**src/rtl/seg_scan_pkg.sv**
```systemverilog
// Shared types and helpers for the multi-digit seven-segment scan driver.
package seg_scan_pkg;

    localparam int DIGIT_W   = 3;
    localparam int MAX_DIG   = 32;
    localparam int MAX_VEC_W = DIGIT_W * MAX_DIG;

    typedef enum logic [1:0] {
        IDLE,
        BLANK,
        SHOW
    } scan_state_t;

    // Callers zero-extend their packed digit vector to MAX_VEC_W bits.
    function automatic logic [DIGIT_W-1:0] digit_at(input logic [MAX_VEC_W-1:0] vec,
                                                    input int unsigned i);
        return vec[i*DIGIT_W +: DIGIT_W];
    endfunction

endpackage

```
**src/rtl/scan_prescaler.sv**
```systemverilog
// Slot counter: one slot is PRESCALE cycles, the first BLANK_CYC of them blanked.
module scan_prescaler #(
    parameter int PRESCALE  = 1000,
    parameter int BLANK_CYC = 8
) (
    input  logic clk,
    input  logic reset,
    input  logic clear,
    input  logic run,
    output logic blank_end,
    output logic slot_end
);

    localparam int CW = $clog2(PRESCALE);
    localparam logic [CW-1:0] BLANK_LAST = CW'(BLANK_CYC - 1);
    localparam logic [CW-1:0] SLOT_LAST  = CW'(PRESCALE - 1);

    logic [CW-1:0] count;

    assign blank_end = run && (count == BLANK_LAST);
    assign slot_end  = run && (count == SLOT_LAST);

    always_ff @(posedge clk or posedge reset) begin
        if (reset) begin
            count <= '0;
        end else if (clear) begin
            count <= '0;
        end else if (run) begin
            count <= slot_end ? '0 : count + 1'b1;
        end
    end

endmodule

```
**src/rtl/seg_scan_mux.sv**
```systemverilog
// Time-multiplexes NDIG digits onto one decoder input with blanked, active-low anode slots.
// Handshake: load is a one-cycle strobe with no ready; it is always accepted on the edge it is high.
module seg_scan_mux
    import seg_scan_pkg::*;
#(
    parameter int NDIG      = 4,
    parameter int PRESCALE  = 1000,
    parameter int BLANK_CYC = 8
) (
    input  logic                      clk,
    input  logic                      reset,
    input  logic                      enable,
    input  logic                      load,
    input  logic [NDIG*DIGIT_W-1:0]   load_data,
    output logic [DIGIT_W-1:0]        digit_code,
    output logic [NDIG-1:0]           anode_n,
    output logic                      blank,
    output logic                      frame_done
);

    localparam int IW = $clog2(NDIG);
    localparam int VW = NDIG * DIGIT_W;
    localparam logic [IW-1:0] IDX_LAST = IW'(NDIG - 1);

    scan_state_t     state, state_nxt;
    logic [IW-1:0]   idx, idx_nxt;
    logic [VW-1:0]   active, active_nxt;
    logic [VW-1:0]   pending, pending_nxt;
    logic            pending_valid, pending_valid_nxt;
    logic            frame_edge;
    logic            blank_end, slot_end;
    logic            show_nxt;
    logic [NDIG-1:0] sel_onehot;

    scan_prescaler #(
        .PRESCALE  (PRESCALE),
        .BLANK_CYC (BLANK_CYC)
    ) u_prescaler (
        .clk       (clk),
        .reset     (reset),
        .clear     (!enable || (state == IDLE)),
        .run       (enable && (state != IDLE)),
        .blank_end (blank_end),
        .slot_end  (slot_end)
    );

    always_comb begin
        state_nxt         = state;
        idx_nxt           = idx;
        active_nxt        = active;
        pending_nxt       = pending;
        pending_valid_nxt = pending_valid;
        frame_edge        = 1'b0;

        if (load) begin
            pending_nxt       = load_data;
            pending_valid_nxt = 1'b1;
        end

        if (!enable) begin
            state_nxt = IDLE;
            idx_nxt   = '0;
        end else begin
            case (state)
                IDLE: begin
                    state_nxt = BLANK;
                    idx_nxt   = '0;
                end
                BLANK: begin
                    if (blank_end) state_nxt = SHOW;
                end
                SHOW: begin
                    if (slot_end) begin
                        state_nxt = BLANK;
                        if (idx == IDX_LAST) begin
                            idx_nxt    = '0;
                            frame_edge = 1'b1;
                        end else begin
                            idx_nxt = idx + 1'b1;
                        end
                    end
                end
                default: state_nxt = IDLE;
            endcase
        end

        // A load landing on the frame boundary bypasses the pending buffer.
        if (frame_edge) begin
            if (load) begin
                active_nxt        = load_data;
                pending_valid_nxt = 1'b0;
            end else if (pending_valid) begin
                active_nxt        = pending;
                pending_valid_nxt = 1'b0;
            end
        end
    end

    assign show_nxt   = (state_nxt == SHOW);
    assign sel_onehot = NDIG'(1) << idx_nxt;

    always_ff @(posedge clk or posedge reset) begin
        if (reset) begin
            state         <= IDLE;
            idx           <= '0;
            active        <= '0;
            pending       <= '0;
            pending_valid <= 1'b0;
            anode_n       <= '1;
            digit_code    <= '0;
            blank         <= 1'b1;
            frame_done    <= 1'b0;
        end else begin
            state         <= state_nxt;
            idx           <= idx_nxt;
            active        <= active_nxt;
            pending       <= pending_nxt;
            pending_valid <= pending_valid_nxt;
            anode_n       <= show_nxt ? ~sel_onehot : '1;
            digit_code    <= show_nxt ? digit_at(MAX_VEC_W'(active_nxt), 32'(idx_nxt)) : '0;
            blank         <= !show_nxt;
            frame_done    <= frame_edge;
        end
    end

endmodule

```
**config.mk**
```make
export PLATFORM = sky130hd
export DESIGN_NAME = seg_scan_mux
export DESIGN_NICKNAME = d
export VERILOG_FILES = /design/src/rtl/seg_scan_pkg.sv /design/src/rtl/scan_prescaler.sv /design/src/rtl/seg_scan_mux.sv
export SDC_FILE = /design/constraint.sdc
export NUM_CORES = 1
export LEC_CHECK = 0
export ABC_CLOCK_PERIOD_IN_PS = 7500
export BUFFER_PORTS_ARGS = -buffer_cell sky130_fd_sc_hd__buf_4
export CAP_MARGIN = 5
export CORE_UTILIZATION = 35
export CTS_CLUSTER_SIZE = 20
export DETAILED_ROUTE_END_ITERATION = 12
export GPL_ROUTABILITY_DRIVEN = 0
export SKIP_CTS_REPAIR_TIMING = 1
export SLEW_MARGIN = 30
export SYNTH_ARGS = -nofsm -noshare
export SYNTH_HDL_FRONTEND = slang
export SYNTH_SLANG_ARGS = --single-unit
```
**constraint.sdc**
```tcl
create_clock -name clk -period 7.5 [get_ports clk]
set_clock_uncertainty 0.05 [all_clocks]
set_input_delay 0.375 -clock clk [delete_from_list [all_inputs] [get_ports clk]]
set_output_delay 0.375 -clock clk [all_outputs]
set_load 0.02 [all_outputs]
```
Yosys cells after proc, flatten, opt, wreduce, memory -nomap -nowiden
Index checks and enable logic that the tools add are counted.
- equality and inequality tests: 6
- add/subtract/negate cells: 2
- muxes and demuxes: 24
- bitwise operators: 1
- reductions and logical operators: 9
- multipliers: 1
- shift operators: 2
- operator list (kind ; number):
    96-bit by 5-bit indexed part select with 3-bit output ; 1
    12-bit 2-to-1 mux ; 3
    10-bit 2-to-1 mux ; 3
    2-bit 2-to-1 mux ; 6
    10-bit by 1-bit adder with 10-bit output (second input constant) ; 1
    10-bit equality test (second input constant) ; 1
    10-bit by 3-bit equality test with 1-bit output (second input constant) ; 1
    1-bit 2-to-1 mux ; 8
    2-bit equality test (second input constant) ; 3
    2-bit one-hot mux with 3 select lines ; 1
    2-bit by 2-bit multiplier with 4-bit output (second input constant) ; 1
    4-bit 2-to-1 mux ; 1
    4-bit NOT ; 1
    2-bit one-hot mux with 2 select lines ; 1
    2-bit nonzero test ; 2
    1-bit by 2-bit left shift with 4-bit output (first input constant) ; 1
    1-bit logical AND ; 3
    3-bit 2-to-1 mux ; 1
    2-bit by 1-bit adder with 2-bit output (second input constant) ; 1
    2-bit by 1-bit equality test with 1-bit output (second input constant) ; 1
    1-bit zero test ; 2
    2-bit zero test ; 1
    1-bit logical OR ; 1
- logic and storage cells: 55
- output and inout port bits: 9
- bits in registers: 48
- input port bits: 16

Logic depth before layout (Yosys ltp)
- depth after elaboration: 9
- mapped depth: 8
- depth with buffers taken out: 8

Hierarchy
From an unflattened synthesis, not the netlist that was laid out.
- cells, all modules: 186
- area total of the unflattened synthesis: 2179.6 um^2
- by module, submodules not included (module ; times used ; cells an instance ; area an instance (um^2)):
    seg_scan_mux ; 1 ; 123 ; 1597.8
    scan_prescaler ; 1 ; 63 ; 581.8

Worst setup path before layout
No wires, ideal clock.
- kind: reg-to-reg
- from: register u_prescaler.count[0]
- to: register digit_code[2]
- arrival time: 2203 ps
- cell stages (with the launch flop): 8
- buffers on the path: 0
- library setup time: 136 ps
- setup slack: 5112 ps
- clock period less this slack: 2388 ps
- cells stage by stage: dfrtp_1 ha_1 nand4bb_4 nor4_4 mux2i_1 mux2_2 mux2i_1 o22ai_1
- longest elaborated chain between the ends: 8
- RTL lines (item ; RTL line ; source):
    start, declared ; scan_prescaler.sv:18 ; logic [CW-1:0] count;
    start signal, assigned ; scan_prescaler.sv:29 ; count <= slot_end ? '0 : count + 1'b1;
    10-bit equality test ; scan_prescaler.sv:21 ; assign slot_end = run && (count == SLOT_LAST);
    1-bit logical AND ; scan_prescaler.sv:21 ;
    2-bit 2-to-1 mux / 1-bit 2-to-1 mux (equally long branches) ; seg_scan_mux.sv:73 ; if (slot_end) begin
    2-bit one-hot mux with 2 select lines / 1-bit 2-to-1 mux (equally long branches) ; seg_scan_mux.sv:64 ; case (state)
    2-bit 2-to-1 mux / 1-bit 2-to-1 mux (equally long branches) ; seg_scan_mux.sv:60 ; if (!enable) begin
    2-bit by 2-bit multiplier with 4-bit output / 12-bit 2-to-1 mux (equally long branches) ; seg_scan_pkg.sv:17, seg_scan_mux.sv:88 ;
    96-bit by 5-bit indexed part select with 3-bit output ; seg_scan_pkg.sv:17 ; return vec[i*DIGIT_W +: DIGIT_W];
    3-bit 2-to-1 mux * ; seg_scan_mux.sv:120 ; digit_code <= show_nxt ? digit_at(MAX_VEC_W'(active_nxt), 32'(idx_nxt)) : '0;
    end signal, assigned ; seg_scan_mux.sv:120 ;
    end, declared ; seg_scan_mux.sv:15 ; output logic [DIGIT_W-1:0] digit_code,
Every way passes the cells marked *; elsewhere a longest branch is shown, timed or not.
A chain may end at the register's enable or synchronous reset.

Worst setup path after layout
Ends and elaborated chain as after synthesis.

==> results by group <==
Yosys
  – Mapped Nets: 211
  – Synth area leader: dfrtp_1
  – EDFF count, synth: 0
  – Synthesis-stage register bit count: 48
  – Synth async-reset ratio: 100%
  – Yosys warnings: 0
  – Cells after synthesis: 193
  – Post-synthesis sequential area ratio: 54.7%
  – Mapped Area: 0.00221 mm²
  – Synth Flop Type: dfrtp_1
  – Yosys cell types: 42
  – Largest cells by area after synthesis: dfrtp_1, mux2_2, dfstp_2
  – Area share of the leading cell type in the synthesized netlist: 48.7%
  – Avg Synthesized Cell Area: 11.4 µm²

Finish
  – # diodes: 0
  – Final core utilization: 43.7%
  – Fraction of layout cells with a size suffix above 1: 26.7%
  – Synthesis-to-finish area growth: 18.6%
  – Non-filler instance count after layout: 296
  – Layout Nets: 238

Die
  – DIE HEIGHT: 81.4 µm
  – IO Pins: 25
  – Die ar.: 0.00663 mm²
  – Rows: 28
  – Die W: 81.4 µm
  – Core Footprint: 0.00599 mm²
  – Starting Density: 36.9%

Clocking
  – Maximum root-to-sink buffer count: 2
  – Root buf cell: clkbuf_8
  – Clk sinks: 48
  – H-tree depth: 2
  – Worst-path clk slew: 100 ps
  – CTS tree: done
  – Clk_lat worst skew: 310 ps
  – Inserted Clock Buffers: 5

Pwr
  – Total power: 0.000557 W
  – Power Density: 213 mW/mm²
  – Clk pwr share: 46.3%
  – Leak Pwr: 1.20 nW
  – Logic pwr share: 5.4%
  – Net Sw Frac: 19.9%
  – Seq pwr share: 48.3%
  – Maximum VDD drop: 0.117 mV
  – Pint: 0.000446 W
  – Net switching power: 0.000111 W

Worst setup path
  – CP Capture Type: flip-flop
  – CP cell instances: ha_1 -> nand4bb_4 -> nor4_4 -> mux2i_1 -> mux2_2 -> mux2i_1 -> o22ai_1
  – Critical path class: flip-flop to flip-flop
  – Startpoint types: flip-flop
  – Slowest CP cell: mux2i_1
  – CP Data Arrival Time: 2890 ps
  – Max incr delay on CP: 680 ps
  – CP most frequent cell: mux2i_1
  – CP required: 7630 ps
  – Setup slack, reg-to-reg: 4740 ps
  – Max FO, Critical Path: 6

STA
  – Fmax: 362 MHz
  – Final Setup Violations: 0
  – Slew HR: 49.5%
  – RSZ-0062 raised after global routing: no
  – Crit path time final: 2760 ps
  – Fin Setup TNS: 0 ps
  – Fin. max-slew vios: 0
  – Min Hold Slack: 83.3 ps
  – Final number of hold-violating endpoints: 0
  – Period utilization: 36.8%
  – Slew @ Worst Pin: 737 ps

Run
  – Max-cap viol count: 0

Global routing
  – GRT Total Usage: 14.8%
  – Vias in the first global route: 1,510
  – Initial antenna violation count: 0
  – First-pass GRT wire length: 7.30 mm
  – Largest net degree at the start of global routing: 49
  – Global route overflow: 0

Detailed routing
  – Initial DRC count: 77
  – Vias per cell: 5.05
  – DRC Markers: 0
  – Final WL: 4.26 mm
  – DR WL/cell: 14.4 µm
  – Vias: 1,495
  – 1st-pass router iterations: 4
  – ANT nets after route: 0

Min path
  – Worst Hold Class: input port to asynchronous set/reset pin

Outcome
  – Outcome: completed

Place
  – Post-Place Cells: 288
  – I/O Buffers: 24
  – Hpwl dp: 3.00 mm
-- flip-flops by register name, indices dropped and copies added, names as in the netlist --
name and count:
anode_n 4, frame_done 1, state 2, blank 1, active 12, digit_code 3
pending_valid 1, pending 12, u_prescaler.count 10, idx 2
-- cell usage in the layout (no fill, tap or decap), types with 3 or more instances in the layout --
cell	n
dfstp_2	5
o22ai_1	3
a21oi_1	4
mux2i_1	10
inv_1	5
nand3_1	9
clkbuf_8	5
nand2_1	17
xor2_1	3
mux2_2	13
dfrtp_1	43
buf_4	24
o21ai_1	11
o21ai_0	4
nor2_1	22
bufinv_16	3
xnor2_1	5
a22oi_1	3
-- power by group through the flow --
stage	Combinational, W	Sequential [W]	Clock, W
2_1_floorplan	0.0000186	0.000273	0
3_3_place_gp	0.0000305	0.000274	0
3_5_place_dp	0.0000311	0.000274	0
4_1_cts	0.0000311	0.000269	0.000260
5_1_grt	0.0000338	0.000270	0.000274
6_report	0.0000300	0.000269	0.000258
-- layer usage --
layer | part of all wire (%) | global-route usage [%] | wire [µm]
met3 | 3.3 | 3.22 | 139
met4 | 1.8 | 6.25 | 75
met5 | 0 | 0 | 0
met1 | 48 | 19.8 | 2050
met2 | 47 | 23.3 | 2000
-- Yosys cell counts (2+ instances only) --
cell type	instances
a22oi_1	3
nand3_1	9
a22o_1	2
o21ai_0	4
nor2_1	22
nand4b_1	2
mux2i_1	10
or4_4	2
ha_1	2
dfrtp_1	43
inv_1	6
o21ai_1	11
o21a_1	2
o22ai_1	3
nor4_1	2
a21boi_0	2
dfstp_2	5
nor4_4	2
nand2_1	17
mux2_2	13
xor2_1	3
a21oi_1	4
xnor2_1	5
-- final timing paths --
kind / from / end / depth (start not counted)
max: u_prescaler.count[0] / digit_code[2] / 7
min: reset / pending[6] / 2
max reg2reg: u_prescaler.count[0] / digit_code[2] / 7
min reg2reg: active[5] / active[5] / 2
max in group asynchronous: reset / anode_n[0] / 2
min in group clk: load_data[9] / pending[9] / 2
-- critical path: cells and delay by family (launching register included) --
| kind | cells | cell delay [ps] |
|---|---|---|
| adders and majority gates | 1 | 300 |
| and+or+nand+nor | 2 | 560 |
| DFF | 1 | 400 |
| muxes | 3 | 1230 |
| AOI/OAI and AO/OA | 1 | 90 |
-- through the flow --
stage	instance area [µm²]	setup WS, ps
2_1_floorplan	2210	5110
5_1_grt	2620	4630
6_report	2620	4740
3_5_place_dp	2460	4750
4_1_cts	2620	4740
3_3_place_gp	2460	4910
-- final cells by class --
class | count | area, µm²
sequential | 48 | 1210
clock inverter | 3 | 90.1
multi-input combinational | 135 | 955
timing repair buffer | 24 | 180
tap | 75 | 93.8
inverter | 6 | 25.0
fill | 572 | 3370
clock buffer | 5 | 68.8
-- cell families (layout without fill, tap and decap cells) --
logic type | count (synthesis) | in the layout | synth area share, %
flops | 48 | 48 | 54.7
xor+xnor | 8 | 8 | 3.17
simple gates | 68 | 68 | 18.3
buf+inv | 10 | 38 | 2.10
mux | 23 | 23 | 11.2
fa+ha+maj | 2 | 2 | 1.13
compound gates | 34 | 34 | 9.46
(Power assumes the default switching activity.)
